--- src/rtl/power_mode_sequencer_if.sv ---
`default_nettype none
// ============================================================================
//  Module      : power_mode_sequencer_if
//  Description : Request/response bundle between the operator mode logic and
//                the power mode sequencer (requests, arming key, power select,
//                status flags).
//  Revision    : 1.0 - initial release
// ============================================================================
interface power_mode_sequencer_if;
    logic       req_valid;
    logic [1:0] req_mode;
    logic       arm;
    logic [2:0] pow_sel;
    logic       busy;
    logic       err;

    // Requesting side: issues mode requests and holds the arming key
    modport master (
        output req_valid,
        output req_mode,
        output arm,
        input  pow_sel,
        input  busy,
        input  err
    );

    // Sequencer side
    modport slave (
        input  req_valid,
        input  req_mode,
        input  arm,
        output pow_sel,
        output busy,
        output err
    );
endinterface
`default_nettype wire

--- src/rtl/power_mode_sequencer.sv ---
`default_nettype none
// ============================================================================
//  Module      : power_mode_sequencer
//  Description : Converts operator mode requests into a safe one-hot power
//                select (training 001, dueling 010, bulkhead 100). Stepped
//                power-up, immediate power-down, bulkhead arming interlock
//                and a post-change cooldown window.
//  Revision    : 1.0 - initial release
// ============================================================================
module power_mode_sequencer #(
    parameter int STEP_CYCLES = 4,
    parameter int COOLDOWN    = 8,
    parameter int ARM_CYCLES  = 16,
    parameter int CW          = 5
) (
    input  logic                 clk,
    input  logic                 rst,
    power_mode_sequencer_if.slave bus
);

    typedef enum logic [1:0] {
        S_STEADY   = 2'd0,
        S_ARM_WAIT = 2'd1,
        S_RAMP     = 2'd2,
        S_COOLDOWN = 2'd3
    } state_t;

    localparam logic [2:0] c_SEL_TRN = 3'b001;
    localparam logic [2:0] c_SEL_DUE = 3'b010;
    localparam logic [2:0] c_SEL_BLK = 3'b100;

    // Counters run downwards from (N-1); the transition fires on the edge
    // that finds the counter at zero, giving exactly N edges in the phase.
    localparam logic [CW-1:0] c_STEP_LOAD = CW'(STEP_CYCLES - 1);
    localparam logic [CW-1:0] c_COOL_LOAD = CW'(COOLDOWN - 1);
    localparam logic [CW-1:0] c_ARM_LOAD  = CW'(ARM_CYCLES - 1);

    state_t          r_state;
    logic [CW-1:0]   r_cnt;
    logic [2:0]      r_pow_sel;
    logic            r_busy;
    logic            r_err;

    logic [2:0]      w_req_sel;
    logic            w_abort;
    logic            w_trip;

    // Decode the requested mode into its one-hot select (000 for illegal)
    always_comb begin
        w_req_sel = 3'b000;
        case (bus.req_mode)
            2'd0:    w_req_sel = c_SEL_TRN;
            2'd1:    w_req_sel = c_SEL_DUE;
            2'd2:    w_req_sel = c_SEL_BLK;
            default: w_req_sel = 3'b000;
        endcase
    end

    // Training request while busy is an emergency abort; bulkhead without
    // the key present is an interlock trip. Abort takes precedence.
    assign w_abort = r_busy && bus.req_valid && (bus.req_mode == 2'd0);
    assign w_trip  = (r_pow_sel == c_SEL_BLK) && !bus.arm;

    // Sequencer state machine with registered outputs
    always_ff @(posedge clk or negedge rst) begin
        if (!rst) begin
            r_state   <= S_STEADY;
            r_cnt     <= '0;
            r_pow_sel <= c_SEL_TRN;
            r_busy    <= 1'b0;
            r_err     <= 1'b0;
        end else begin
            r_err <= 1'b0;
            if (w_abort) begin
                r_pow_sel <= c_SEL_TRN;
                r_state   <= S_COOLDOWN;
                r_cnt     <= c_COOL_LOAD;
                r_busy    <= 1'b1;
            end else if (w_trip) begin
                r_pow_sel <= c_SEL_TRN;
                r_state   <= S_COOLDOWN;
                r_cnt     <= c_COOL_LOAD;
                r_busy    <= 1'b1;
                r_err     <= 1'b1;
            end else begin
                case (r_state)
                    S_STEADY: begin
                        if (bus.req_valid) begin
                            if (w_req_sel == 3'b000) begin
                                r_err <= 1'b1;
                            end else if (w_req_sel == r_pow_sel) begin
                                r_state <= S_STEADY;
                            end else if (w_req_sel == c_SEL_BLK) begin
                                r_state <= S_ARM_WAIT;
                                r_cnt   <= c_ARM_LOAD;
                                r_busy  <= 1'b1;
                            end else begin
                                // Downward moves and the single training->dueling
                                // step are applied in one edge
                                r_pow_sel <= w_req_sel;
                                r_state   <= S_COOLDOWN;
                                r_cnt     <= c_COOL_LOAD;
                                r_busy    <= 1'b1;
                            end
                        end
                    end
                    S_ARM_WAIT: begin
                        if (!bus.arm) begin
                            r_err   <= 1'b1;
                            r_state <= S_STEADY;
                            r_busy  <= 1'b0;
                        end else if (r_cnt == '0) begin
                            if (r_pow_sel == c_SEL_TRN) begin
                                r_pow_sel <= c_SEL_DUE;
                                r_state   <= S_RAMP;
                                r_cnt     <= c_STEP_LOAD;
                            end else begin
                                r_pow_sel <= c_SEL_BLK;
                                r_state   <= S_COOLDOWN;
                                r_cnt     <= c_COOL_LOAD;
                            end
                        end else begin
                            r_cnt <= r_cnt - 1'b1;
                        end
                    end
                    S_RAMP: begin
                        if (r_cnt == '0) begin
                            r_pow_sel <= c_SEL_BLK;
                            r_state   <= S_COOLDOWN;
                            r_cnt     <= c_COOL_LOAD;
                        end else begin
                            r_cnt <= r_cnt - 1'b1;
                        end
                    end
                    S_COOLDOWN: begin
                        if (r_cnt == '0) begin
                            r_state <= S_STEADY;
                            r_busy  <= 1'b0;
                        end else begin
                            r_cnt <= r_cnt - 1'b1;
                        end
                    end
                    default: begin
                        r_state   <= S_STEADY;
                        r_pow_sel <= c_SEL_TRN;
                        r_busy    <= 1'b0;
                    end
                endcase
                // Any non-abort request arriving while busy is dropped
                if (r_busy && bus.req_valid) begin
                    r_err <= 1'b1;
                end
            end
        end
    end

    assign bus.pow_sel = r_pow_sel;
    assign bus.busy    = r_busy;
    assign bus.err     = r_err;

endmodule
`default_nettype wire

--- src/flat_wrapper.sv ---
// flat-port wrapper written by rule: the top's interface ports become plain ports
module power_mode_sequencer_flat 
#(
    parameter int STEP_CYCLES = 4,
    parameter int COOLDOWN    = 8,
    parameter int ARM_CYCLES  = 16,
    parameter int CW          = 5
)
  (clk, rst, bus_req_valid, bus_req_mode, bus_arm, bus_pow_sel, bus_busy, bus_err);
  power_mode_sequencer_if bus_i ();
  input  logic clk;
  input  logic rst;
  input wire logic [$bits(bus_i.req_valid)-1:0] bus_req_valid;
  input wire logic [$bits(bus_i.req_mode)-1:0] bus_req_mode;
  input wire logic [$bits(bus_i.arm)-1:0] bus_arm;
  output wire logic [$bits(bus_i.pow_sel)-1:0] bus_pow_sel;
  output wire logic [$bits(bus_i.busy)-1:0] bus_busy;
  output wire logic [$bits(bus_i.err)-1:0] bus_err;
  assign bus_i.req_valid = bus_req_valid;
  assign bus_i.req_mode = bus_req_mode;
  assign bus_i.arm = bus_arm;
  assign bus_pow_sel = bus_i.pow_sel;
  assign bus_busy = bus_i.busy;
  assign bus_err = bus_i.err;
  power_mode_sequencer #(.STEP_CYCLES(STEP_CYCLES), .COOLDOWN(COOLDOWN), .ARM_CYCLES(ARM_CYCLES), .CW(CW)) u_core (.clk(clk), .rst(rst), .bus(bus_i));
endmodule
--- config.mk ---
export PLATFORM = sky130hd
export DESIGN_NAME = power_mode_sequencer_flat
export DESIGN_NICKNAME = d
export VERILOG_FILES = /design/src/rtl/power_mode_sequencer_if.sv /design/src/rtl/power_mode_sequencer.sv /design/src/flat_wrapper.sv
export SDC_FILE = /design/constraint.sdc
export NUM_CORES = 1
export LEC_CHECK = 0
export CAP_MARGIN = 20
export CORE_MARGIN = 2
export CORE_UTILIZATION = 55
export DETAILED_ROUTE_END_ITERATION = 10
export DONT_BUFFER_PORTS = 1
export GPL_TIMING_DRIVEN = 0
export HOLD_SLACK_MARGIN = 0.02
export PLACE_DENSITY_LB_ADDON = 0.12
export SYNTH_ARGS = -nofsm -noshare
export SYNTH_HDL_FRONTEND = slang
export SYNTH_SLANG_ARGS = --single-unit
--- constraint.sdc ---
create_clock -name clk -period 4.28 [get_ports clk]
set_clock_uncertainty 0.2 [all_clocks]
set_input_delay 1.284 -clock clk [delete_from_list [all_inputs] [get_ports clk]]
set_output_delay 1.284 -clock clk [all_outputs]
set_load 0.005 [all_outputs]
# Yosys cells after proc, flatten, opt, wreduce, memory -nomap -nowiden
# Index checks and enable logic that the tools add are counted.
# word_totals
reg_bits	12
word_cells	91
# classes
mux	51
n_addsub	1
reduce_logical	14
n_eq_ne	20
# ops
cell	n
2-to-1 mux 5 bit	9
2-to-1 mux 3 bit	11
!= test 4 x 2 -> 1 bit (second input constant)	7
2-to-1 mux 2 bit	10
one-hot mux 5 bit (4 select lines)	1
one-hot mux 3 bit (3 select lines)	2
2-to-1 mux 1 bit	14
!= test 4 x 1 -> 1 bit (second input constant)	3
AND reduction 5 bit	2
nonzero test 5 bit	2
one-hot mux 2 bit (4 select lines)	1
AND reduction 8 bit	1
== test 2 bit (second input constant)	3
== test 3 bit (second input constant)	2
AND reduction 6 bit	1
zero test 5 bit	1
!= test 5 x 2 -> 1 bit (second input constant)	1
subtractor 5 x 1 -> 5 bit (second input constant)	1
== test 2 x 1 -> 1 bit (second input constant)	2
zero test 2 bit	2
2-to-1 mux 4 bit	1
== test 3 x 1 -> 1 bit (second input constant)	1
== test 3 bit	1
logical AND 1 bit	3
4 further kinds	4

# Longest topological paths before layout
# logic_depth
word_depth	10
ltp_mapped	8

# Least setup slack after synthesis
# OpenSTA, ideal clock, no wires.
# synth_timing
path_kind	input -> register
from	in bus_req_mode[1]
to	reg u_core.r_cnt[1]
arrival_time_ns	2.728
slack_ns	1.227
required_ns	3.955
path_stages	5
path_cell_list	or4bb_2 o32a_2 a31oi_4 o21ai_2 mux2_4
# synth_via
elab_chain_cells	5
word_cells_on_any_way	14
# synth_rtl
item	line_no	rtl
start: declaration	flat_wrapper.sv:14	input wire logic [$bits(bus_i.req_mode)-1:0] bus_req_mode;
== test 2 bit (tied with other cells)	power_mode_sequencer.sv:51	case (bus.req_mode)
one-hot mux 3 bit (3 select lines)	power_mode_sequencer.sv:51	
== test 3 bit or zero test 3 bit (tied branches)	power_mode_sequencer.sv:91, power_mode_sequencer.sv:89	
!= test 4 x 2 -> 1 bit (no source line)	--	
AND reduction 5 bit (no source line)	--	
end signal: assignment	power_mode_sequencer.sv:95	r_cnt <= c_ARM_LOAD;
end signal: assignment	power_mode_sequencer.sv:102	r_cnt <= c_COOL_LOAD;
end signal: assignment	power_mode_sequencer.sv:116	r_cnt <= c_STEP_LOAD;
end: declaration	power_mode_sequencer.sv:39	logic [CW-1:0] r_cnt;
# Parallel ways exist; a longest one is shown, timed or not.
# A chain may end at the register's enable or synchronous reset.

# Worst setup path after layout
# Ends and elaborated chain as after synthesis.

==> results_dict.tcl <==
set metrics [dict create \
    final_cell_count_no_fill 163 \
    critical_path.max_fanout 10 \
    p_leak_nw 0.502 \
    grt_usage 0.261 \
    cts_resized 0 \
    rows 16 \
    root_buffer "clkbuf_4" \
    dp_hpwl_um 2100 \
    fmax_mhz 350 \
    clock-sinks 12 \
    cts_buffers 3 \
    relSlewSlack 0.405 \
    netlist_area_sq_um 1140 \
    grt.overflow.total 0 \
    ys_seq_area_frac 0.264 \
    cts_buffer_depth 2 \
    tightest_slew_ns 0.881 \
    dpl_cell_area_sq_um 1170 \
    rsz0062_at_grt "no" \
    layout_worst_path_cycle_share 0.667 \
    vdd_drop_max_v 0.000598 \
    slew_violations 0 \
    avgViaCountPerCell 6.71 \
    period_needed_ns 2.86 \
    cp.required_ns 4.27 \
    cp.arrival_ns 2.84 \
    multi_input_area_sq_um 773 \
    grt_pass1_wl_um 4970 \
    io_buffers 0 \
    synth_edf_count 0 \
    syn_area_per_cell_sq_um 8.64 \
    fin_tns_setup_ns 0 \
    num_vias 1093 \
    seqCellArea_sq_um 302 \
    min_path_cells 1 \
    ant_nets 0 \
    first_pass_iters 4 \
    finalNetCount 148 \
    start_util 0.582 \
    numPlacedInstances 159 \
    path_clk_slew_ns 0.10 \
    ios 11 \
    wl_per_cell_um 17.6 \
    power.density_nw_per_um2 822 \
    reg2reg_depth 7 \
    synth_nets 143 \
    grt_max_degree 13 \
    first_global_vias 1016 \
    core-area_sq_um 1960 \
    hold_path.class "reg2reg" \
    htreeDepth 1 \
    drt_iter0_markers 43 \
    synthArstFlopShare 1.00 \
    status "finished, final reports clean" \
    synth_warnings 0 \
    fin_hold_ws_ns 0.318 \
    finalPower_mw 0.996 \
    area_growth_pct 6.14 \
    dieArea_sq_um 2460 \
    ys_ff_latch 12 \
    cts_setup_buffers 0 \
    critical_path_class "in2reg" \
    chipHeight_um 49.6 \
    netlist_instances 132 \
    die-width_um 49.6 \
    fillCellCount 189 \
    cap_violations 0 \
    ctsHoldBuffers 0 \
    drc_errors 0 \
    cp-start-kind "input pin" \
    gp_congestion 0.855 \
    final_hold_viol_count 0 \
    drive_gt1_frac 0.162 \
    cts_tree "yes" \
    cp-end-kind "register" \
    antenna_found_initial 0 \
    drt_wl_total_um 2880 \
    synth_cell_type_count 59 \
    antennaDiodeCount 0 \
    synthFlopType "dfrtp_1" \
    clkLatencyLatePin_ns 0.29 \
    stdcell_area_sq_um 1210 \
    setup_violations 0 \
]
==> cell type report <==
class | instances | area share
inverter | 7 | 0.0217
buffer | 5 | 0.0331
sequential | 12 | 0.249
multi-input combinational | 108 | 0.638
clock buffer | 4 | 0.0300
tap | 27 | 0.0279
==> synth_stat cells, drive strengths merged (3+ instances only) <==
cell type	instances	area, sq um
nor2	12	45.0
dfrtp	11	275
o21ai	10	53.8
a21oi	9	45.0
nand2	8	30.0
inv	7	26.3
nor3	6	30.0
ha	5	62.6
a211oi	4	30.0
or3	4	30.0
clkbuf	3	21.3
o21a	3	22.5
==> cell usage in the layout, fill, tap and decap left out, types with 3 or more instances in the layout <==
cell type  netlist  final
dfrtp_1         11     11
a211oi_1         4      4
a21oi_1          9      9
o21a_1           3      3
nand2_1          8      8
ha_1             5      5
inv_1            7      7
nor3_1           6      6
nor2_1          12     12
clkbuf_4         0      3
or3_1            3      3
o21ai_0          9      9
==> metrics by stage <==
stage	utilization	setup WS [ns]
detailed placement	0.599	1.13
CTS	0.617	1.44
global route	0.617	1.22
finish	0.617	1.42
floorplan	-	1.23
global placement	0.599	1.14
==> final timing paths <==
kind / startpoint / to / slack (ns)
min in group asynchronous: rst / u_core.bus.pow_sel[1]$_DFFE_PN0P_ / 0.47
max reg2reg: u_core.r_cnt[0]$_DFFE_PN0P_ / u_core.bus.pow_sel[1]$_DFFE_PN0P_ / 1.44
max: bus_req_mode[1] / u_core.r_cnt[1]$_DFFE_PN0P_ / 1.42
max in group asynchronous: rst / u_core.bus.pow_sel[0]$_DFFE_PN1P_ / 3.24
min: u_core.r_cnt[4]$_DFFE_PN0P_ / u_core.r_cnt[4]$_DFFE_PN0P_ / 0.32
min reg2reg: u_core.r_cnt[4]$_DFFE_PN0P_ / u_core.r_cnt[4]$_DFFE_PN0P_ / 0.32
==> sequential cells by signal, summed over array words and instances, names as in the netlist <==
name,flops
u_core.r_state,2
u_core.bus.pow_sel,3
u_core.r_cnt,5
u_core.bus.err,1
u_core.bus.busy,1
==> layer usage <==
layer,vias to the layer above,routed length (um),track usage
met5,-,0,0
met4,0,38,0.0833
met3,5,255,0.0364
met2,58,1300,0.398
met1,512,1280,0.377
li1,518,-,-
==> kinds of logic after synthesis <==
family / synth area share
simple gates: 0.302
flops: 0.264
fa+ha+maj: 0.0548
mux: 0.0132
xor+xnor: 0.00768
buf+inv: 0.0581
compound gates: 0.300
==> worst max-delay path, stage by stage <==
cell	delay [ns]
or4bb_2	0.59
o32a_2	0.24
a31oi_4	0.26
o21ai_2	0.13
mux2_4	0.33
==> where the power goes <==
group          internal (mW)  leakage [nW]  switching (mW)
registers              0.172         0.145          0.0782
clock network         0.0518        0.0210          0.0495
logic                  0.296         0.336           0.348
Note: power is estimated with default switching activity, not from simulation.
